<file path="src/rtl/fe_seq_pkg.sv">
// -----------------------------------------------------------------------------
// fe_seq_pkg
// Shared types and constants for the Fe frame transfer sequencer.
//   state_t  : sequencer states IDLE -> REQ <-> REL -> SEN -> CLR -> IDLE
//   PH_A/B/C : one-hot phase codes {C,B,A} (idle / transferring / end-of-frame)
//   phase_of : state to phase decode
// -----------------------------------------------------------------------------
package fe_seq_pkg;

    typedef enum logic [2:0] {
        IDLE,
        REQ,
        REL,
        SEN,
        CLR
    } state_t;

    localparam logic [2:0] PH_A = 3'b001;
    localparam logic [2:0] PH_B = 3'b010;
    localparam logic [2:0] PH_C = 3'b100;

    function automatic logic [2:0] phase_of(input state_t s);
        logic [2:0] ph;
        case (s)
            IDLE:     ph = PH_A;
            REQ, REL: ph = PH_B;
            default:  ph = PH_C;
        endcase
        return ph;
    endfunction

endpackage

</file>
<file path="src/rtl/fe_sync.sv">
// -----------------------------------------------------------------------------
// fe_sync
// STAGES-deep single-bit synchroniser, asynchronous active-low reset to 0.
// STAGES = 0 makes it a plain wire for inputs that are already synchronous.
// Ports:
//   i_clk   : destination clock
//   i_rst_n : asynchronous active-low reset
//   i_d     : asynchronous input
//   o_q     : synchronised output
// -----------------------------------------------------------------------------
module fe_sync #(
    parameter int unsigned STAGES = 2
) (
    input  logic i_clk,
    input  logic i_rst_n,
    input  logic i_d,
    output logic o_q
);

    generate
        if (STAGES == 0) begin : g_pass
            // Clock and reset have no load in passthrough mode.
            logic w_unused_clk_rst;
            assign w_unused_clk_rst = i_clk ^ i_rst_n;
            assign o_q = i_d;
        end else begin : g_chain
            logic [STAGES-1:0] r_chain;

            always_ff @(posedge i_clk or negedge i_rst_n) begin
                if (!i_rst_n) begin
                    r_chain <= '0;
                end else begin
                    r_chain[0] <= i_d;
                    for (int unsigned i = 1; i < STAGES; i++) begin
                        r_chain[i] <= r_chain[i-1];
                    end
                end
            end

            assign o_q = r_chain[STAGES-1];
        end
    endgenerate

endmodule

</file>
<file path="src/rtl/fe_seq_ctrl.sv">
// -----------------------------------------------------------------------------
// fe_seq_ctrl
// Fe frame transfer sequencer. On frame enable runs NBITS four-phase dt/ack
// bit transfers, then waits for the sender acknowledge, pulses cclear and
// returns to idle. Dropping fe mid-frame aborts with a sticky err flag.
//
// Optional build macro: FE_SEQ_TIMEOUT_EN -- adds an ack/senack watchdog that
// aborts a frame stuck in REQ/REL/SEN for TIMEOUT_CYC cycles.
//
// Ports:
//   clk     : system clock
//   reset   : asynchronous active-low reset
//   fe      : frame enable (level, asynchronous)
//   ack     : per-bit receiver acknowledge (four-phase, asynchronous)
//   senack  : sender end-of-frame acknowledge (four-phase, asynchronous)
//   phase   : one-hot {C,B,A}: A idle, B transferring, C end-of-frame
//   dt      : data-transfer request for the current bit
//   bit_idx : index of the bit currently being transferred
//   cclear  : one-cycle counter/channel clear pulse
//   busy    : frame in progress (any non-IDLE state)
//   done    : one-cycle pulse on normal frame completion
//   err     : sticky abort/timeout flag, cleared on next frame start
// All outputs are registered and decoded from the next state, so they change
// on the same edge as the state register.
// -----------------------------------------------------------------------------
module fe_seq_ctrl
    import fe_seq_pkg::*;
#(
    parameter int unsigned NBITS       = 4,
    parameter int unsigned CNT_W       = (NBITS > 1) ? $clog2(NBITS) : 1,
    parameter int unsigned SYNC_STAGES = 2,
    parameter int unsigned TIMEOUT_CYC = 1024
) (
    input  logic             clk,
    input  logic             reset,
    input  logic             fe,
    input  logic             ack,
    input  logic             senack,
    output logic [2:0]       phase,
    output logic             dt,
    output logic [CNT_W-1:0] bit_idx,
    output logic             cclear,
    output logic             busy,
    output logic             done,
    output logic             err
);

    // -------------------------------------------------------------------------
    // Input synchronisers
    // -------------------------------------------------------------------------
    logic w_fe_s;
    logic w_ack_s;
    logic w_senack_s;

    fe_sync #(.STAGES(SYNC_STAGES)) u_sync_fe (
        .i_clk   (clk),
        .i_rst_n (reset),
        .i_d     (fe),
        .o_q     (w_fe_s)
    );

    fe_sync #(.STAGES(SYNC_STAGES)) u_sync_ack (
        .i_clk   (clk),
        .i_rst_n (reset),
        .i_d     (ack),
        .o_q     (w_ack_s)
    );

    fe_sync #(.STAGES(SYNC_STAGES)) u_sync_senack (
        .i_clk   (clk),
        .i_rst_n (reset),
        .i_d     (senack),
        .o_q     (w_senack_s)
    );

    // -------------------------------------------------------------------------
    // State and registered outputs
    // -------------------------------------------------------------------------
    state_t           r_state;
    state_t           w_state_nxt;
    logic [CNT_W-1:0] r_idx;
    logic [CNT_W-1:0] w_idx_nxt;
    logic             r_err;
    logic             w_err_nxt;
    logic [2:0]       r_phase;
    logic             r_dt;
    logic             r_cclear;
    logic             r_busy;
    logic             r_done;

    logic             w_abort;
    logic             w_timeout;
    logic             w_last;
    logic             w_clr_entry;

    assign w_last = (r_idx == CNT_W'(NBITS - 1));

    // -------------------------------------------------------------------------
    // Optional watchdog
    // -------------------------------------------------------------------------
`ifdef FE_SEQ_TIMEOUT_EN
    localparam int unsigned WD_W = $clog2(TIMEOUT_CYC + 1);

    logic [WD_W-1:0] r_wd;
    logic            w_wd_active;

    assign w_wd_active = (r_state == REQ) || (r_state == REL) || (r_state == SEN);
    // r_wd holds the number of cycles already spent in the state, so the
    // TIMEOUT_CYC-th cycle is the one that sees TIMEOUT_CYC-1.
    assign w_timeout   = w_wd_active && (r_wd == WD_W'(TIMEOUT_CYC - 1));

    always_ff @(posedge clk or negedge reset) begin
        if (!reset) begin
            r_wd <= '0;
        end else if (w_state_nxt != r_state) begin
            r_wd <= '0;
        end else if (w_wd_active && !w_timeout) begin
            r_wd <= r_wd + 1'b1;
        end
    end
`else
    localparam int unsigned unused_timeout_cyc = TIMEOUT_CYC;
    assign w_timeout = 1'b0;
`endif

    // -------------------------------------------------------------------------
    // Next-state logic
    // -------------------------------------------------------------------------
    always_comb begin
        w_state_nxt = r_state;
        w_idx_nxt   = r_idx;
        w_err_nxt   = r_err;
        w_abort     = 1'b0;

        case (r_state)
            IDLE: begin
                if (w_fe_s) begin
                    w_state_nxt = REQ;
                    w_idx_nxt   = '0;
                    w_err_nxt   = 1'b0;
                end
            end
            REQ: begin
                if (!w_fe_s || w_timeout) begin
                    w_abort = 1'b1;
                end else if (w_ack_s) begin
                    w_state_nxt = REL;
                end
            end
            REL: begin
                if (!w_fe_s || w_timeout) begin
                    w_abort = 1'b1;
                end else if (!w_ack_s) begin
                    if (w_last) begin
                        w_state_nxt = SEN;
                    end else begin
                        w_idx_nxt   = r_idx + 1'b1;
                        w_state_nxt = REQ;
                    end
                end
            end
            SEN: begin
                if (!w_fe_s || w_timeout) begin
                    w_abort = 1'b1;
                end else if (w_senack_s) begin
                    w_state_nxt = CLR;
                end
            end
            CLR: begin
                if (!w_senack_s) begin
                    w_state_nxt = IDLE;
                end
            end
            default: begin
                w_state_nxt = IDLE;
            end
        endcase

        // Abort overrides whatever handshake arrived in the same cycle.
        if (w_abort) begin
            w_state_nxt = IDLE;
            w_err_nxt   = 1'b1;
        end
    end

    assign w_clr_entry = (w_state_nxt == CLR) && (r_state != CLR);

    always_ff @(posedge clk or negedge reset) begin
        if (!reset) begin
            r_state  <= IDLE;
            r_idx    <= '0;
            r_err    <= 1'b0;
            r_phase  <= PH_A;
            r_dt     <= 1'b0;
            r_cclear <= 1'b0;
            r_busy   <= 1'b0;
            r_done   <= 1'b0;
        end else begin
            r_state  <= w_state_nxt;
            r_idx    <= w_idx_nxt;
            r_err    <= w_err_nxt;
            r_phase  <= phase_of(w_state_nxt);
            r_dt     <= (w_state_nxt == REQ);
            r_cclear <= w_clr_entry || w_abort;
            r_busy   <= (w_state_nxt != IDLE);
            r_done   <= w_clr_entry;
        end
    end

    assign phase   = r_phase;
    assign dt      = r_dt;
    assign bit_idx = r_idx;
    assign cclear  = r_cclear;
    assign busy    = r_busy;
    assign done    = r_done;
    assign err     = r_err;

endmodule

</file>
<file path="config.mk">
export PLATFORM = sky130hd
export DESIGN_NAME = fe_seq_ctrl
export DESIGN_NICKNAME = d
export VERILOG_FILES = /design/src/rtl/fe_seq_pkg.sv /design/src/rtl/fe_sync.sv /design/src/rtl/fe_seq_ctrl.sv
export SDC_FILE = /design/constraint.sdc
export NUM_CORES = 1
export LEC_CHECK = 0
export BUFFER_PORTS_ARGS = -buffer_cell sky130_fd_sc_hd__buf_4
export CAP_MARGIN = 20
export CELL_PAD_IN_SITES_DETAIL_PLACEMENT = 1
export CELL_PAD_IN_SITES_GLOBAL_PLACEMENT = 1
export CORE_MARGIN = 4
export CORE_UTILIZATION = 40
export DETAILED_ROUTE_END_ITERATION = 6
export HOLD_SLACK_MARGIN = 0.08
export PLACE_DENSITY = 0.73
export SLEW_MARGIN = 20
export SYNTH_ARGS = -nofsm -noshare
export SYNTH_HDL_FRONTEND = slang
export SYNTH_SLANG_ARGS = --single-unit
</file>
<file path="constraint.sdc">
create_clock -name clk -period 2.3 [get_ports clk]
set_input_delay 0.115 -clock clk [delete_from_list [all_inputs] [get_ports clk]]
set_output_delay 0.115 -clock clk [all_outputs]
set_load 0.02 [all_outputs]
</file>
Word level (Yosys, flattened, before mapping)
Cells that the tools add are included.
{ "word_totals": {"regBits": 19, "output_inout_bits": 10, "word_cells": 59, "in_bits": 5} }
{ "op_classes": {"mux": 22, "addsub": 1, "reduce_logical": 12, "eq_ne": 13} }
{ "ops": {"columns": ["op", "count"], "rows": [
  ["$mux 3", 9],
  ["$pmux 3 s5", 1],
  ["$mux 2", 5],
  ["$eq 3x2->1 const B", 3],
  ["$eq 3x1->1 const B", 2],
  ["$eq 3x3->1 const B", 2],
  ["$logic_not 3->1", 2],
  ["$pmux 3 s2", 1],
  ["$reduce_bool 2->1", 3],
  ["$mux 1", 5],
  ["$reduce_and 5->1", 1],
  ["$ne 2x1->1 const B", 2],
  ["$ne 2x2->1 const B", 2],
  ["$pmux 2 s2", 1],
  ["$ne 3x3->1 const B", 1],
  ["$reduce_bool 3->1", 1],
  ["$reduce_or 3->1", 1],
  ["$add 2x1->2 const B", 1],
  ["$eq 2x2->1 const B", 1],
  ["$reduce_and 2->1", 1],
  ["$reduce_or 2->1", 1],
  ["$logic_and 1x1->1", 1],
  ["$logic_or 1x1->1", 1]
]} }

Longest topological paths before layout
Gate-level depths: netlist (run 1).
{ "logic_depth": {"ltp_word": 9, "mapped_depth": 5, "depth_no_buf": 5} }

By module
A second synthesis (run 1) with hierarchy kept.
{ "hier_totals": {"hier_cells": 64, "area_unflattened_um2": 789.5} }
{ "modules_own_cells": {"columns": ["module", "seq_area_each_um2", "n_inst", "area_per_inst_um2", "cells_each"], "rows": [
  ["fe_seq_ctrl", 326.6, 1, 639.4, 58],
  ["fe_sync", 50.0, 3, 50.0, 2]
]} }

Worst setup path after synthesis (run 1)
No wires, ideal clock.
{ "synth_path": {"path_type": "reg-to-reg", "from": "register r_idx[0] (netlist: bit_idx[0])", "to": "register r_phase[0] (netlist: phase[0])", "stages_incl_launch_ff": 6, "setup_time_ns": 0.063, "t_arrival_ns": 1.342, "setup_slack_ns": 0.895, "n_path_buf": 0, "period_less_slack_ns": 1.405, "t_required_ns": 2.237, "cell_sequence": "dfrtp_1 -> ha_1 -> nor3b_2 -> o32ai_4 -> o21ai_2 -> and3_1"} }
{ "synth_between": {"elab_chain_cells": 9, "word_cells_on_any_way": 11, "classes_between": "3 x eq/ne; 6 x mux; 2 x reduce/logical"} }
{ "synth_rtl": {"columns": ["element", "line_no", "rtl"], "rows": [
  ["start: declaration", "fe_seq_ctrl.sv:81", "logic [CNT_W-1:0] r_idx;"],
  ["start signal: assignment", "fe_seq_ctrl.sv:200", "r_idx <= w_idx_nxt;"],
  ["$eq 2x2->1 *", "fe_seq_ctrl.sv:96", "assign w_last = (r_idx == CNT_W'(NBITS - 1));"],
  ["$mux 2 *", "fe_seq_ctrl.sv:154", "if (w_last) begin"],
  ["$mux 3 *", "fe_seq_ctrl.sv:153", "end else if (!w_ack_s) begin"],
  ["$mux 3 *", "fe_seq_ctrl.sv:151", "if (!w_fe_s || w_timeout) begin"],
  ["$pmux 3 s5 *", "fe_seq_ctrl.sv:135", "case (r_state)"],
  ["$mux 3 *", "fe_seq_ctrl.sv:180", "if (w_abort) begin"],
  ["$eq 3x1->1 / $eq 3x2->1 (equally long branches)", "fe_seq_pkg.sv:24", "case (s)"],
  ["$reduce_or 2->1", "fe_seq_pkg.sv:24", null],
  ["$pmux 3 s2 *", "fe_seq_pkg.sv:24", null],
  ["end signal: assignment", "fe_seq_ctrl.sv:202", "r_phase <= phase_of(w_state_nxt);"],
  ["end: declaration", "fe_seq_ctrl.sv:85", "logic [2:0] r_phase;"]
]} }
Mark *: on every way between the ends. The rest lies on a longest branch, timed or not.
A chain may end at the register's enable or synchronous reset.

Worst setup path in the final report (run 1)
{ "layout_path": {"from": "register r_state[0]", "to": "register r_phase[1] (netlist: phase[1])"} }
{ "layout_between": {"elab_chain_cells": 7, "word_cells_on_any_way": 22, "classes_between": "6 x eq/ne; 12 x mux; 4 x reduce/logical"} }
{ "layout_rtl": {"columns": ["element", "line_no", "rtl"], "rows": [
  ["start: declaration", "fe_seq_ctrl.sv:79", "state_t r_state;"],
  ["start signal: assignment", "fe_seq_ctrl.sv:199", "r_state <= w_state_nxt;"],
  ["$mux 3, or another cell as far along", "fe_seq_ctrl.sv:165", "end else if (w_senack_s) begin"],
  ["$mux 3, or another cell as far along", "fe_seq_ctrl.sv:163", "if (!w_fe_s || w_timeout) begin"],
  ["$pmux 3 s5 / $mux 1 (equally long branches)", null, null],
  ["$mux 3 *", "fe_seq_ctrl.sv:180", null],
  ["$eq 3x1->1 / $eq 3x2->1 (equally long branches)", "fe_seq_pkg.sv:24", null],
  ["$reduce_or 2->1", "fe_seq_pkg.sv:24", null],
  ["$pmux 3 s2 *", "fe_seq_pkg.sv:24", null]
]} }
Marks and branches as above.

==> results.yml, run 1 <==
synthesis:
  synthCells: 64
  async_reset_ff_frac: 1.00
  synth_most_common_cell: "dfrtp_1"
  synth_area_um2: 781
  synth-main-ff-cell: "dfrtp_1"
  synth_top_area_frac: 0.577
  synth-edff-count: 0
  synth_nets: 70
  synth_area_leader_cell: "dfrtp_1"
  ys_types: 30
  ys_ff_latch: 19
  ys_seq_area_frac: 0.611
  ys_warn_count: 0
  syn_avg_cell_area_um2: 12.2
  ys_top_cells_by_count: "18 x dfrtp_1, 5 x inv_1, 5 x nand2_1, 4 x nor2_1, 3 x and3_1"
  yosys-top-cells-area: "dfrtp_1 58%, o32ai_4 3.5%, dfstp_2 3.4%"
cts:
  cts.repair_timing.setup_buffer_count: 0
  numClockSinks: 19
  cts_htree_levels: 1
  cts_buffers: 3
  cts_tree: "done"
  cts-root-buf: "clkbuf_4"
  clock_latency_ns: 0.29
  path_clk_slew_ns: 0.11
  clk_path_buf_depth: 2
place:
  dp_hpwl_um: 1030
  place_ws_ns: 0.814
  gp_congestion: 0.763
  port_buffers: 14
setup_path:
  ff2ff_setup_slack_ns: 0.77
  r2r-end: "phase[1]"
  required_ns: 2.46
  reg2reg_depth: 4
  rr_startpoint: "r_state[0]"
  critPathArrivalTime_ns: 1.69
  cp-end-kind: "flip-flop"
  critPathMaxFanout: 10
  startpoint_type: "flip-flop"
  worstSetupPathType: "reg -> reg"
outcome:
  status: "finished, final reports clean"
final_layout:
  layout-drive-gt1-share: 0.286
  area_growth_pct: 23.7
  fin_nets: 91
  antenna_cells: 0
grt:
  grt_max_degree: 20
  grt_pass1_wl_um: 2590
  grt-ovfl-total: 0
  grt_antenna_before_repair: 0
  track_usage: 0.129
  grt_pass1_vias: 535
pwr:
  swShare: 0.321
  p_int_uw: 552
  finalPower_uw: 813
  seqPwrFrac: 0.518
  p_sw_uw: 261
  combPwrFrac: 0.278
  p_leak_nw: 0.486
  ir_drop_v: 0.000447
  clkPwrFrac: 0.204
  p_per_area_mw_per_mm2: 842
routing:
  drt_iter0_markers: 14
  ant_nets: 0
  first_pass_iters: 3
  wl_um: 1470
  routed-via-count: 534
  viasPerCell: 4.90
  drt-wirelength-per-cell_um: 13.5
  drc_errors: 0
job:
  cap_violations: 0
sta:
  min_period_ns: 1.53
  whs_ns: 0.224
  clock_skew_ns: 0.00158
  slew_headroom: 0.618
  final.period_utilization: 0.667
  hold_viol_final: 0
  max_freq_mhz: 652
  setup_tns_ns: 0
  tightest_slew_ns: 0.571
  report.final.setup_viol: 0
  maxSlewViolCount: 0
  rsz0062_at_grt: "false"
  layout_setup_ws_ns: 0.766
floorplan:
  dieArea_mm2: 0.00272
  coreArea_mm2: 0.00178
  chipHeight_um: 52.2
  ios: 15
  die_w_um: 52.2
  initial_utilization: 0.438
  num_rows: 15
min_path:
  hold_path_class: "in -> async"
-- area by class of cell --
class / count / area, um2
clock buffers: 3 / 22.5
clock inverters: 1 / 5.00
fillers: 199 / 817
inverters: 5 / 18.8
multi-input cells: 38 / 267
flip-flops and latches: 19 / 477
well taps: 25 / 31.3
repair buffers: 18 / 145
-- metal layers --
| metal | track usage | wire length [um] |
|---|---|---|
| met5 | 0 | 0 |
| met4 | 0.0383 | 6 |
| met3 | 0.0342 | 68 |
| met1 | 0.190 | 659 |
| met2 | 0.186 | 732 |
-- worst max-delay path, stage by stage, from the launching register on --
cell      delay [ns]
dfrtp_1         0.54
mux2_1          0.35
nand2_1         0.07
o211ai_1        0.24
mux2i_1         0.20
-- state kept, by name, summed over array words and instances, names as in the netlist --
signal / cells
bit_idx: 2
busy: 1
cclear: 1
done: 1
dt: 1
err: 1
phase: 3
r_state: 3
u_sync_ack.g_chain.r_chain: 2
u_sync_fe.g_chain.r_chain: 2
u_sync_senack.g_chain.r_chain: 2
-- cell families after synthesis --
logic type / Yosys count / share of synthesized area
buffers and inverters: 7 / 0.0481
adders and majority gates: 1 / 0.0160
DFF: 19 / 0.611
and+or+nand+nor: 22 / 0.163
muxes: 2 / 0.0272
AOI/OAI and AO/OA: 13 / 0.135
-- power groups by stage --
stage / Clock [mW] / Sequential (mW) / Combinational [mW]
finish: 0.166 / 0.421 / 0.226
global route: 0.192 / 0.430 / 0.249
CTS: 0.173 / 0.422 / 0.229
detailed placement: 0 / 0.428 / 0.223
global placement: 0 / 0.426 / 0.220
floorplan: 0 / 0.458 / 0.111
-- through the flow --
step	instances	util	cell area [um2]
finish	109	0.542	966
global route	109	0.542	966
CTS	109	0.542	966
detailed placement	101	0.504	898
global placement	101	0.504	898
floorplan	64	-	781
-- repair_timing --
action | CTS | global route
gates resized for setup | 0 | 0
hold buffers | 4 | 0
endpoints found under the hold margin | 22 | 0
-- worst max path at each step --
stage               startpoint  endpoint  slack [ns]  cells after the start
floorplan           bit_idx[0]  phase[0]        0.89                      5
global placement    r_state[0]  phase[1]        0.83                      4
detailed placement  r_state[0]  phase[1]        0.81                      4
CTS                 r_state[0]  phase[1]        0.79                      4
global route        r_state[0]  phase[1]        0.68                      4
finish              r_state[0]  phase[1]        0.77                      4
-- layout by cell type (no fill, tap or decap), drive strengths merged, types with 2 or more instances in the layout --
master / n
nor2: 4
a21oi: 2
clkbuf: 3
and3: 3
buf: 14
inv: 5
o21ai: 5
dlygate4sd3: 4
nor2b: 2
nand2: 5
and2: 2
dfrtp: 18
(Power assumes the default switching activity.)
==> inputs of run 2 (changes only) <==
CORE_UTILIZATION = 37   (was 40)
PLACE_DENSITY = 0.71   (was 0.73)
clock period = 1.3 ns   (was 2.3 ns; I/O delays follow)
==> results.yml, run 2 (same netlist as run 1, synthesis figures left out) <==
setup_path:
  worstSetupPathType: "reg -> reg"
  startpoint_type: "flip-flop"
  critPathArrivalTime_ns: 1.65
  critPathMaxFanout: 6
  path_buf_inv: 0
  cp-end-kind: "flip-flop"
  rr_startpoint: "r_state[2]"
  reg2reg_depth: 4
  required_ns: 1.51
  max_stage_delay_ns: 0.47
  critPathTopFamily: "flip-flops"
  ff2ff_setup_slack_ns: -0.14
  r2r-end: "phase[1]"
  critPathSlowestCell: "dfrtp_2"
  cp_cell_sequence: "or3b_4, o32ai_4, o21ai_2, mux2i_1"
final_layout:
  layout.cells.non_filler: 133
  fin_nets: 113
  mostFrequentLayoutCells: "35 x buf_4, 13 x dfrtp_1, 5 x dfrtp_2"
  antenna_cells: 0
  area_growth_pct: 52.9
  final_common_cell: "buf_4"
  utilization: 0.602
  layout-drive-gt1-share: 0.575
floorplan:
  dieArea_mm2: 0.00291
  num_rows: 16
  coreArea_mm2: 0.00198
  die_w_um: 53.9
  initial_utilization: 0.394
  chipHeight_um: 53.9
  ios: 15
min_path:
  hold_path_class: "in -> async"
cts:
  cts_buffers: 3
  numClockSinks: 19
  cts_tree: "done"
  clock_latency_ns: 0.29
  clk_path_buf_depth: 2
  cts_htree_levels: 1
  path_clk_slew_ns: 0.11
  cts-root-buf: "clkbuf_4"
routing:
  first_pass_iters: 3
  drc_errors: 0
  routed-via-count: 651
  wl_um: 2220
  ant_nets: 0
  drt_iter0_markers: 6
  drt-wirelength-per-cell_um: 16.7
  viasPerCell: 4.89
pwr:
  p_per_area_mw_per_mm2: 1390
  ir_drop_v: 0.000921
  p_leak_nw: 0.593
place:
  place_ws_ns: -0.176
  gp_congestion: 0.727
  port_buffers: 14
  dp_cells: 117
  dp_hpwl_um: 1380
sta:
  clock_skew_ns: 0.00186
  layout_setup_ws_ns: -0.141
  final.period_utilization: 1.11
  slew_headroom: 0.827
  tightest_slew_ns: 0.260
  whs_ns: 0.174
  setup_tns_ns: -0.676
  min_period_ns: 1.44
  max_freq_mhz: 694
  hold_viol_final: 0
  maxSlewViolCount: 0
  report.final.setup_viol: 9
  rsz0062_at_grt: "true"
outcome:
  status: "finished, violations left"
  violations: "negative setup slack"
grt:
  track_usage: 0.168
  grt_pass1_vias: 667
  grt_antenna_before_repair: 0
  grt-ovfl-total: 0
  grt_max_degree: 20
  grt_pass1_wl_um: 3220
job:
  cap_violations: 0
run 2: power breakdown:
part	total, mW	switching (mW)	internal (mW)
registers	0.748	0.0648	0.683
logic	0.615	0.307	0.308
clock network	0.297	0.182	0.114
total	1.66	0.554	1.11
run 2: worst max-delay path by stage:
stage                     endpoint  depth (start not counted)  startpoint  slack (ns)
final                     phase[1]                          4  r_state[2]       -0.14
after global routing      phase[1]                          4  r_state[2]       -0.20
after global placement    phase[0]                          4  r_state[0]       -0.12
after detailed placement  phase[1]                          4  r_state[0]       -0.18
after floorplan           phase[0]                          5  r_state[0]       -0.03
after CTS                 phase[1]                          4  r_state[0]       -0.13
run 2: what timing repair did:
action                                  in CTS  in global routing
hold buffers                                 4                  0
endpoints found under the hold margin       22                  0
gates cloned                                 0                  0
buffers inserted                             4                  4
endpoints found under the setup margin      10                 10
pin swaps                                    4                  3
resized for setup                            9                  5
run 2: stage by stage:
stage	area, um2	total power, mW
floorplan	802	1.01
global placement	1030	1.23
detailed placement	1030	1.25
CTS	1150	1.61
global route	1190	1.76
finish	1190	1.66
run 2: area by class of cell:
class / count / area (um2)
timing repair buffer: 40 / 314
tap: 27 / 33.8
clock buffer: 3 / 22.5
sequential: 19 / 483
inverter: 5 / 18.8
fill: 211 / 788
multi-input combinational: 38 / 317
clock inverter: 1 / 5.00
run 2: layer usage:
layer	GRT usage	routed length, um	up-vias	share of wire
li1	-	-	302	-
met4	0.0766	12	0	0.0054
met3	0.0360	77	2	0.035
met5	0	0	-	0
met2	0.288	1150	9	0.52
met1	0.199	980	338	0.44
==> inputs of run 3 (changes only) <==
BUFFER_PORTS_ARGS = not set   (was -buffer_cell sky130_fd_sc_hd__buf_4)
CORE_UTILIZATION = 40   (was 37)
DONT_BUFFER_PORTS = 1   (was not set)
PLACE_DENSITY = 0.68   (was 0.71)
==> results.yml, run 3 (same netlist as run 1, synthesis figures left out) <==
setup_path:
  critPathMaxFanout: 6
  required_ns: 1.54
  critPathTopFamily: "simple AND/OR/NAND/NOR gates"
  reg2reg_depth: 4
  path_buf_inv: 0
  r2r-end: "phase[0]"
  setup.worst_path.end: "phase[0]"
  cp-end-kind: "flip-flop"
  rr_startpoint: "r_state[0]"
  worstSetupPathType: "reg -> reg"
  startpoint_type: "flip-flop"
  max_stage_delay_ns: 0.47
  ff2ff_setup_slack_ns: -0.11
  critPathSlowestCell: "dfrtp_2"
  worstSetupStartpoint: "r_state[0]"
  critPathArrivalTime_ns: 1.65
  cp.depth: 4
  cp_cell_sequence: "or3b_4, o32ai_4, o21ai_2, and3_4"
grt:
  grt_antenna_before_repair: 0
  globalRouteMet2Util: 0.259
  track_usage: 0.166
  grt_pass1_vias: 653
  top_usage_layer: "met2"
  grt_max_degree: 20
  gr-usage-met1: 0.211
  grt_util_met3: 0.0285
  grt_pass1_wl_um: 3160
  grt-ovfl-total: 0
cts:
  clk_path_buf_depth: 2
  cts-root-buf: "clkbuf_4"
  cts_tree: "done"
  clock_latency_ns: 0.31
  path_clk_slew_ns: 0.11
  cts_buffers: 3
  cts_htree_levels: 1
  numClockSinks: 19
sta:
  final.period_utilization: 1.09
  hold_viol_final: 0
  tightest_slew_ns: 0.804
  min_period_ns: 1.41
  slew_headroom: 0.462
  layout_setup_ws_ns: -0.114
  maxSlewViolCount: 0
  rsz0062_at_grt: "true"
  whs_ns: 0.278
  report.final.setup_viol: 9
  clock_skew_ns: 0.00900
  max_freq_mhz: 707
floorplan:
  chipHeight_um: 52.2
  num_rows: 15
  initial_utilization: 0.438
  ios: 15
  coreArea_mm2: 0.00178
  die_w_um: 52.2
  dieArea_mm2: 0.00272
routing:
  drt-wirelength-per-cell_um: 16.7
  drt_iter0_markers: 8
  ant_nets: 0
  wl_um: 2000
  viasPerCell: 5.05
  first_pass_iters: 4
  drc_errors: 0
  routed-via-count: 606
final_layout:
  fin_nets: 102
  fin_area_mm2: 0.00112
  area_growth_pct: 43.1
  final_common_cell: "buf_4"
  nFillCells: 188
  layout-drive-gt1-share: 0.505
  mostFrequentLayoutCells: "23 x buf_4, 12 x dfrtp_1, 6 x dfrtp_2"
  antenna_cells: 0
place:
  gp_congestion: 0.819
  dp_hpwl_um: 1220
  port_buffers: 0
  placed_area_um2: 927
  place_ws_ns: -0.194
pwr:
  seqPwrFrac: 0.528
  combPwrFrac: 0.282
  finalPower_mw: 1.57
  p_int_mw: 1.05
  p_sw_uw: 520
  ir_drop_v: 0.000822
  swShare: 0.331
  p_leak_nw: 0.554
  p_per_area_mw_per_mm2: 1410
  clkPwrFrac: 0.190
job:
  cap_violations: 0
min_path:
  hold_path_class: "in -> async"
outcome:
  violations: "negative setup slack"
  status: "finished, violations left"
==> run 3: routing by layer <==
metal / part of all wire / vias up
li1: - / 279
met3: 0.029 / 5
met4: 0.025 / 0
met1: 0.47 / 309
met5: 0 / -
met2: 0.47 / 13
==> run 3: area by class of cell <==
class                           instances  area, um2  area share
Clock buffer                            4       26.3      0.0235
Inverter                                5       18.8      0.0168
Multi-Input combinational cell         38        320       0.287
Sequential cell                        19        484       0.433
Tap cell                               25       31.3      0.0280
Timing Repair Buffer                   29        236       0.212
==> run 3: timing repair <==
| action | 4_1_cts | 5_1_grt |
|---|---|---|
| hold buffers | 4 | 0 |
| endpoints found under the setup margin | 8 | 10 |
| pin swaps | 0 | 10 |
| resized for setup | 7 | 7 |
| endpoints found under the hold margin | 22 | 0 |
| cloned | 0 | 0 |
| buffers inserted | 6 | 4 |
==> run 3: worst min-delay path by stage <==
stage	slack [ns]	startpoint	endpoint
final	0.28	reset	cclear
after CTS	0.30	fe	u_sync_fe.g_chain.r_chain[0]
after global placement	-0.23	reset	cclear
after floorplan	-0.23	reset	bit_idx[0]
after detailed placement	-0.23	reset	cclear
after global routing	0.30	ack	u_sync_ack.g_chain.r_chain[0]
==> run 3: metrics by stage <==
| stage | util | cells | setup TNS (ns) |
|---|---|---|---|
| after floorplan | - | 64 | -0.0303 |
| after global placement | 0.520 | 102 | -0.576 |
| after detailed placement | 0.520 | 102 | -1.00 |
| after CTS | 0.592 | 116 | -0.432 |
| after global routing | 0.627 | 120 | -1.09 |
| final | 0.627 | 120 | -0.423 |
==> run 3: power by group through the flow <==
stage | logic, mW | registers, mW | clock network [mW]
3_3_place_gp | 0.291 | 0.833 | 0
5_1_grt | 0.487 | 0.840 | 0.341
4_1_cts | 0.373 | 0.830 | 0.308
2_1_floorplan | 0.198 | 0.817 | 0
3_5_place_dp | 0.298 | 0.842 | 0
6_report | 0.443 | 0.829 | 0.299
